File: src/rtl/syst_apb_stream_if.sv
// APB slave front-end for an NxN systolic array: weight-row registers,
// an input activation FIFO streamed to the array, and an output result FIFO drained over APB.
module syst_apb_stream_if #(
    parameter int N         = 4,
    parameter int DW        = 8,
    parameter int IN_DEPTH  = 8,
    parameter int OUT_DEPTH = 8,
    parameter int TIMEOUT   = 16
) (
    input  logic              p_clk_i,
    input  logic              p_rst_i,
    input  logic [31:0]       p_adr_i,
    input  logic [31:0]       p_dat_i,
    output logic [31:0]       p_dat_o,
    input  logic              p_sel_i,
    input  logic              p_enable_i,
    input  logic              p_we_i,
    output logic              p_ready,
    output logic              p_slverr,
    output logic [N*N*DW-1:0] w_o,
    output logic [N*DW-1:0]   a_dat_o,
    output logic              a_vld_o,
    input  logic              a_rdy_i,
    input  logic [31:0]       r_dat_i,
    input  logic              r_vld_i,
    output logic              r_rdy_o,
    output logic              irq_o
);
    localparam int LW  = N * DW;
    localparam int IPW = $clog2(IN_DEPTH);
    localparam int OPW = $clog2(OUT_DEPTH);
    localparam int TOW = $clog2(TIMEOUT + 1);

    typedef enum logic [1:0] {S_IDLE, S_ACCESS, S_DONE} state_t;
    state_t r_state, w_state_nxt;

    logic [LW-1:0]  r_in_mem  [IN_DEPTH];
    logic [IPW-1:0] r_in_wp, r_in_rp;
    logic [IPW:0]   r_in_cnt;
    logic [31:0]    r_out_mem [OUT_DEPTH];
    logic [OPW-1:0] r_out_wp, r_out_rp;
    logic [OPW:0]   r_out_cnt;
    logic [LW-1:0]  r_w [N];
    logic           r_en, r_irq_en;
    logic [TOW-1:0] r_to_cnt;

    logic [7:0]  w_adr;
    int unsigned w_widx;
    logic        w_is_data, w_is_res, w_is_wgt, w_is_stat, w_is_ctrl, w_adr_ok;
    logic        w_in_empty, w_in_full, w_out_empty, w_out_full;
    logic        w_stall, w_tmo, w_commit, w_err, w_ok;
    logic        w_in_push, w_in_pop, w_out_push, w_out_pop, w_wgt_wr, w_ctrl_wr, w_clear;
    logic [31:0] w_rdata;
    logic        w_unused;

    // Upper address bits and unused data lanes are ignored by design
    assign w_unused = ^{p_adr_i[31:8], p_dat_i};

    always_ff @(posedge p_clk_i) begin
        if (p_rst_i) r_state <= S_IDLE;
        else         r_state <= w_state_nxt;
    end

    always_comb begin
        w_state_nxt = r_state;
        case (r_state)
            S_IDLE:   if (p_sel_i && p_enable_i) w_state_nxt = S_ACCESS;
            S_ACCESS: if (w_commit) w_state_nxt = S_DONE;
            S_DONE:   w_state_nxt = S_IDLE;
            default:  w_state_nxt = S_IDLE;
        endcase
    end

    always_comb begin
        w_adr       = p_adr_i[7:0];
        w_widx      = 32'(w_adr[7:2]) - 32'd2;
        w_is_data   = (w_adr == 8'h00);
        w_is_res    = (w_adr == 8'h04);
        w_is_stat   = (w_adr == 8'h40);
        w_is_ctrl   = (w_adr == 8'h44);
        w_is_wgt    = (w_adr >= 8'h08) && (w_adr < 8'(8 + 4 * N)) && (w_adr[1:0] == 2'b00);
        w_adr_ok    = w_is_data || w_is_res || w_is_stat || w_is_ctrl || w_is_wgt;
        w_in_empty  = (r_in_cnt == '0);
        w_in_full   = (r_in_cnt == (IPW + 1)'(IN_DEPTH));
        w_out_empty = (r_out_cnt == '0);
        w_out_full  = (r_out_cnt == (OPW + 1)'(OUT_DEPTH));
        // Stalls look only at registered counts, so a same-cycle pop never unblocks a full push
        w_stall     = (r_state == S_ACCESS) &&
                      ((w_is_data && p_we_i && w_in_full) || (w_is_res && !p_we_i && w_out_empty));
        w_tmo       = w_stall && (r_to_cnt == TOW'(TIMEOUT - 1));
        w_commit    = (r_state == S_ACCESS) && (!w_stall || w_tmo);
        w_err       = w_tmo || !w_adr_ok;
        w_ok        = w_commit && !w_err;
        w_in_push   = w_ok && w_is_data && p_we_i;
        w_out_pop   = w_ok && w_is_res && !p_we_i;
        w_wgt_wr    = w_ok && w_is_wgt && p_we_i;
        w_ctrl_wr   = w_ok && w_is_ctrl && p_we_i;
        w_clear     = w_ctrl_wr && p_dat_i[2];
        w_rdata     = '0;
        if (!p_we_i && !w_err) begin
            if (w_is_res)  w_rdata = r_out_mem[r_out_rp];
            if (w_is_stat) w_rdata = {8'd0, 8'(r_out_cnt), 8'(r_in_cnt), 4'd0,
                                      w_out_full, w_out_empty, w_in_full, w_in_empty};
            if (w_is_ctrl) w_rdata = {30'd0, r_irq_en, r_en};
            if (w_is_wgt) begin
                for (int unsigned i = 0; i < N; i++)
                    if (w_widx == i) w_rdata = 32'(r_w[i]);
            end
        end
    end

    always_ff @(posedge p_clk_i) begin
        if (p_rst_i) begin
            p_ready  <= 1'b0;
            p_slverr <= 1'b0;
            p_dat_o  <= '0;
            r_to_cnt <= '0;
        end else begin
            p_ready  <= w_commit;
            p_slverr <= w_commit && w_err;
            p_dat_o  <= w_commit ? w_rdata : '0;
            if (w_commit)     r_to_cnt <= '0;
            else if (w_stall) r_to_cnt <= r_to_cnt + TOW'(1);
        end
    end

    assign a_vld_o  = !w_in_empty && r_en;
    assign a_dat_o  = r_in_mem[r_in_rp];
    assign w_in_pop = a_vld_o && a_rdy_i;

    always_ff @(posedge p_clk_i) begin
        if (w_in_push) r_in_mem[r_in_wp] <= p_dat_i[LW-1:0];
    end

    always_ff @(posedge p_clk_i) begin
        if (p_rst_i || w_clear) begin
            r_in_wp  <= '0;
            r_in_rp  <= '0;
            r_in_cnt <= '0;
        end else begin
            if (w_in_push) r_in_wp <= r_in_wp + IPW'(1);
            if (w_in_pop)  r_in_rp <= r_in_rp + IPW'(1);
            case ({w_in_push, w_in_pop})
                2'b10:   r_in_cnt <= r_in_cnt + (IPW + 1)'(1);
                2'b01:   r_in_cnt <= r_in_cnt - (IPW + 1)'(1);
                default: r_in_cnt <= r_in_cnt;
            endcase
        end
    end

    assign r_rdy_o    = (r_out_cnt < (OPW + 1)'(OUT_DEPTH));
    assign w_out_push = r_vld_i && r_rdy_o;

    always_ff @(posedge p_clk_i) begin
        if (w_out_push) r_out_mem[r_out_wp] <= r_dat_i;
    end

    always_ff @(posedge p_clk_i) begin
        if (p_rst_i || w_clear) begin
            r_out_wp  <= '0;
            r_out_rp  <= '0;
            r_out_cnt <= '0;
        end else begin
            if (w_out_push) r_out_wp <= r_out_wp + OPW'(1);
            if (w_out_pop)  r_out_rp <= r_out_rp + OPW'(1);
            case ({w_out_push, w_out_pop})
                2'b10:   r_out_cnt <= r_out_cnt + (OPW + 1)'(1);
                2'b01:   r_out_cnt <= r_out_cnt - (OPW + 1)'(1);
                default: r_out_cnt <= r_out_cnt;
            endcase
        end
    end

    always_ff @(posedge p_clk_i) begin
        if (p_rst_i) begin
            r_en     <= 1'b1;
            r_irq_en <= 1'b0;
            irq_o    <= 1'b0;
            for (int unsigned i = 0; i < N; i++) r_w[i] <= '0;
        end else begin
            if (w_ctrl_wr) begin
                r_en     <= p_dat_i[0];
                r_irq_en <= p_dat_i[1];
            end
            irq_o <= r_irq_en && !w_out_empty;
            for (int unsigned i = 0; i < N; i++)
                if (w_wgt_wr && w_widx == i) r_w[i] <= p_dat_i[LW-1:0];
        end
    end

    always_comb begin
        w_o = '0;
        for (int unsigned i = 0; i < N; i++) w_o[i*LW +: LW] = r_w[i];
    end
endmodule
File: config.mk
export PLATFORM = sky130hd
export DESIGN_NAME = syst_apb_stream_if
export DESIGN_NICKNAME = d
export VERILOG_FILES = /design/src/rtl/syst_apb_stream_if.sv
export SDC_FILE = /design/constraint.sdc
export NUM_CORES = 1
export LEC_CHECK = 0
export ABC_AREA = 1
export BUFFER_PORTS_ARGS = -buffer_cell sky130_fd_sc_hd__buf_4
export CAP_MARGIN = 10
export CORE_AREA = 2 2 235 237
export DETAILED_ROUTE_END_ITERATION = 7
export DIE_AREA = 0 0 237 239
export PLACE_DENSITY = 0.75
export SLEW_MARGIN = 20
export SYNTH_ARGS = -nofsm -noshare
export SYNTH_HDL_FRONTEND = slang
export SYNTH_SLANG_ARGS = --single-unit
File: constraint.sdc
create_clock -name p_clk_i -period 8.1 [get_ports p_clk_i]
set_input_delay 1.62 -clock p_clk_i [delete_from_list [all_inputs] [get_ports p_clk_i]]
set_output_delay 1.62 -clock p_clk_i [all_outputs]
set_load 0.02 [all_outputs]
; ---- Word level (Yosys, flattened, before mapping)
; Memory sizes are Yosys's and may differ from the RTL's. A register that Yosys moved wholly into a read port is not among the register bits.
; Index checks and enable logic that the tools add are counted.
[totals]
mem_count = 3
inputBits = 103
elab_cells = 146
ram_bits = 640
register_bits = 64
[classes]
muxes = 39
reduce_logical = 55
n_lt_le_gt_ge = 3
eq_ne = 16
add_sub_neg = 10
bitwise = 6
[mem_list]
columns = name, words, width, read_ports, rd_ports_with_merged_regs, wr, line_no
row1 = r_in_mem, 8, 32, 1, 1, 1, 37  ; logic [LW-1:0] r_in_mem [IN_DEPTH];
row2 = r_out_mem, 8, 32, 1, 1, 1, 40  ; logic [31:0] r_out_mem [OUT_DEPTH];
row3 = r_w, 4, 32, 4, 0, 4, 43  ; logic [LW-1:0] r_w [N];
[op_table]
columns = cell, n
row1 = $mux W32, 12
row2 = $eq A32 B2 Y1 const B, 2
row3 = $eq A32 B1 Y1 const B, 1
row4 = $logic_not A32 Y1, 1
row5 = $logic_and A1 B1 Y1, 30
row6 = $mux W1, 18
row7 = $eq A8 B7 Y1 const B, 2
row8 = $pmux W4 S2, 2
row9 = $add A3 B1 Y3 const B, 4
row10 = $mux W3, 4
row11 = $add A4 B1 Y4 const B, 2
row12 = $eq A4 B4 Y1 const B, 2
row13 = $eq A8 B3 Y1 const B, 1
row14 = $ge A8 B4 Y1 const B, 1
row15 = $logic_not A4 Y1, 2
row16 = $logic_not A8 Y1, 1
row17 = $logic_or A1 B1 Y1, 8
row18 = $lt A8 B5 Y1 const B, 1
row19 = $sub A4 B1 Y4 const B, 2
row20 = $sub A6 B2 Y7 const B, 1
row21 = $eq A2 B1 Y1 const B, 3
row22 = $logic_not A1 Y1, 6
row23 = $add A5 B1 Y5 const B, 1
row24 = $eq A5 B4 Y1 const B, 1
row25 = other kinds (12), 21

; ---- Depth between registers and ports, before layout
[logic_depth]
word_depth = 16
depth_mapped = 21

; ---- Worst setup path before layout
; Ideal clock, no wire load.
[synth_path]
path_type = input to register
start = input port p_adr_i[1]
end = memory r_in_mem[2][0] (netlist bit) (enable)
path_slack_ns = 2.686
t_arrival_ns = 4.952
stages = 10
setup_time_ns = 0.461
path_cell_list = nor2_2 -> o21ai_1 -> inv_1 -> nand3_2 -> o21ai_1 -> nand2_2 -> nor2_8 -> buf_6 -> nand3_1 -> nor3_1
[synth_via]
elab_chain_len = 13
elab_cells_between_ends = 31
classes_between = order compare (2) / eq/ne (3) / mux (2) / reduce/logical (24)
[synth_rtl]
columns = item, line_no
row1 = start: declaration, 12  ; input logic [31:0] p_adr_i,
row2 = branches (longest 9 deep; another with $ge A8 B4 Y1), -
row3 = $logic_and A1 B1 Y1 (*) (2 in a row), 94  ; w_in_push = w_ok && w_is_data && p_we_i;
row4 = $mux W1 (*), 132  ; if (w_in_push) r_in_mem[r_in_wp] <= p_dat_i[LW-1:0];
row5 = $mux W1 (implied by the code) (*), 132
row6 = end: declaration, 37
; Every way passes the cells marked *.

==> flow_metrics.env <==
export IMPL_p_leak_nw=12.8
export IMPL_setup_violations_final=0
export IMPL_irDropWorstVdd_mv=0.174
export IMPL_grt_usage=0.296
export IMPL_start_util=0.543
export IMPL_grt_max_degree=113
export IMPL_critical_path_class="reg -> out"
export IMPL_area_delta_synth_final_pct=16.8
export IMPL_yosys_area_share_simple=0.176
export IMPL_r2r_start="r_to_cnt[0]$_SDFFE_PP0P_"
export IMPL_dr_pass1_iters=5
export IMPL_report_final_hold_viol_count=0
export IMPL_cp_arrival_ns=3.60
export IMPL_rr_endpoint="r_w[2][14]$_SDFFCE_PN0P_"
export IMPL_synth_ff_type="edfxtp_1"
export IMPL_drv_slew=0
export IMPL_place_gp_congestion=0.890
export IMPL_post_cts_buffers=0
export IMPL_overflow=0
export IMPL_worstMarginPinSlew_ns=1.11
export IMPL_num_rows=86
export IMPL_ff_latch_area_um2=20600
export IMPL_rsz0062_at_grt="no"
export IMPL_yosys_warnings=0
export IMPL_worstSetupEndpointType="primary output"
export IMPL_status="completed"
export IMPL_fin_cells=3547
export IMPL_post_cts_resized=0
export IMPL_cts_clk_slew_worst_paths_ns=0.06
export IMPL_clock_skew_ns=0.0367
export IMPL_synth_top_area_cell="edfxtp_1"
export IMPL_synth_compound_area_frac=0.0776
export IMPL_worst_r2r_cell_count=10
export IMPL_syn_cell_area_um2=29500
export IMPL_hpwl_um=50400
export IMPL_ant_nets=0
export IMPL_finalPower_mw=8.50
export IMPL_synthTopCellsByCount="edfxtp_1, nor2_1, nand2_1"
export IMPL_worst_path_most_repeated_cell="buf_4"
export IMPL_root_buffer="clkbuf_16"
export IMPL_clock_path_buffers=3
export IMPL_synth_cell_types=36
export IMPL_synth_seq_cells=710
export IMPL_ys_async_sr_fraction=0
export IMPL_design_core_area_um2=54300
export IMPL_grt_pass1_vias=20300
export IMPL_fin_crit_sh=0.645
export IMPL_die_y_um=239
export IMPL_cts_tree="done"
export IMPL_fmax_mhz=191
export IMPL_worstHoldPathCells=2
export IMPL_fin_crit_ns=5.22
export IMPL_synth_adder_area_share=0.00551
export IMPL_synth_xor_xnor_area_share=0.00386
export IMPL_port_buffers=275
export IMPL_synth_edf_count=640
export IMPL_insertion_delay_ns=0.64
export IMPL_post_route_drc_count=0
export IMPL_design_die_area_um2=56600
export IMPL_yosysSeqAreaShare=0.698
export IMPL_dieWidth_um=237
export IMPL_syn_instance_count=2550
export IMPL_required_ns=6.48
export IMPL_hold_end="r_en$_SDFFE_PP1N_"
export IMPL_slew_headroom=0.257
export IMPL_muxShareOfSynthArea=0.000339
export IMPL_synth_top_area_frac=0.651
export IMPL_hold_class="reg -> reg"
export IMPL_crit_fanout=65
export IMPL_crit_slowest_cell="buf_4"
export IMPL_antenna_found_initial=5
export IMPL_io_pins=300
export IMPL_via_count=21200
export IMPL_path_delay_family="buffers and inverters"
export IMPL_maxCapViolations=0
export IMPL_synth_avg_cell_area_um2=11.6
export IMPL_cts_num_sinks=710
export IMPL_holdWs_ns=0.464
export IMPL_drive_gt1_frac=0.198
export IMPL_multi_input_area_um2=7870
export IMPL_tns_ns=0
export IMPL_synth_area_top_cells="edfxtp_1, nor2_1, nand2_1, dfxtp_1, o21ai_0"
export IMPL_grt_pass1_wl_um=124000
export IMPL_drt_iter0_drc=2683
export IMPL_synthesis_nets=2666
export IMPL_dp_cells=3410
export IMPL_cp_start_kind="flip-flop"
export IMPL_cts_inserted_buffers=73
export IMPL_cts_max_level=3
export IMPL_critPathBufInv=4
export IMPL_slowest_delay_ns=0.62
export IMPL_via_per_inst=5.99
export IMPL_reg2reg_setup_slack_ns=4.27
export IMPL_fillers=3895
export IMPL_wl_um=84800
export IMPL_final_nets=2897
export IMPL_path_cells="buf_4, clkinv_1, buf_4, nor2_1, o21ai_0, a31oi_1, buf_4"
export IMPL_synth_top_family_by_area="simple AND/OR/NAND/NOR gates"
export IMPL_ctsHoldBuffers=0
export IMPL_wl_per_cell_um=23.9
export IMPL_p_per_area_nw_per_um2=246
export IMPL_synth_most_common_cell="edfxtp_1"
export IMPL_fin_util=0.634
export IMPL_min_from="r_en$_SDFFE_PP1N_"
[per-layer routing]
metal / routed length (um) / global-route usage
met2: 38200 / 0.450
met3: 10200 / 0.0762
met5: 53 / 0
met4: 3760 / 0.137
met1: 32600 / 0.404
[through the flow]
stage,setup slack [ns],area [um2]
final,2.88,34500
after global routing,2.79,34500
after CTS,2.96,34500
after detailed placement,2.36,32100
after global placement,2.42,32100
after floorplan,2.69,29500
[state kept, by name, indices dropped and copies added (netlist names), 2 cells and up, named ones only]
register and cells:
r_in_rp 3, r_out_rp 3, r_in_cnt 4, p_dat_o 32, r_to_cnt 5, r_in_wp 3, r_w 128, r_out_wp 3
r_state 2, r_in_mem 256, r_out_cnt 4, r_out_mem 256
[worst max path at each step]
stage | slack (ns) | startpoint | cells past startpoint | end
after floorplan | 2.69 | p_adr_i[1] | 10 | r_in_mem[2][0]$_DFFE_PP_
after global placement | 2.42 | p_adr_i[1] | 9 | r_w[3][13]$_SDFFCE_PN0P_
after detailed placement | 2.36 | p_adr_i[1] | 9 | r_w[2][14]$_SDFFCE_PN0P_
after CTS | 2.96 | flip-flop | 7 | a_dat_o[4]
after global routing | 2.79 | flip-flop | 7 | a_dat_o[4]
final | 2.88 | flip-flop | 7 | a_dat_o[4]
[worst reg2reg max path, cell delays in order, from the launching register on]
cell     delay (ns)
dfxtp_1        0.38
ha_1           0.16
inv_1          0.05
nor2_1         0.10
ha_1           0.18
inv_1          0.07
nand3_1        0.12
nand2_2        0.11
nor2_8         0.28
nand4_4        0.78
nand2_2        1.19
[layout by cell type, fill, tap and decap left out, types with 48 or more instances in the layout]
master	count
nor2_1	474
nor3_2	96
edfxtp_1	640
o22ai_1	48
o21ai_0	259
nand3_1	83
clkbuf_16	76
inv_1	101
nand2_1	372
buf_4	307
dfxtp_1	66
[layout make-up]
class                   count  share of cell area
diodes                      1           0.0000726
clock buffers              99              0.0585
clock inverters            37             0.00951
inverters                 115              0.0125
multi-input cells        1573               0.228
flip-flops and latches    710               0.598
well taps                 704              0.0255
repair buffers            308              0.0672
[cells by family after synthesis]
| family | after synthesis |
|---|---|
| simple gates | 1134 |
| compound gates | 412 |
| buf+inv | 267 |
| xor+xnor | 13 |
| mux | 1 |
| flops | 710 |
| fa+ha+maj | 13 |
[power breakdown]
part / internal [mW] / leakage, nW / switching, mW
logic: 0.340 / 5.18 / 0.728
registers: 4.06 / 6.51 / 0.0636
clock network: 1.89 / 1.15 / 1.41
Note: power is estimated with default switching activity, not from simulation.
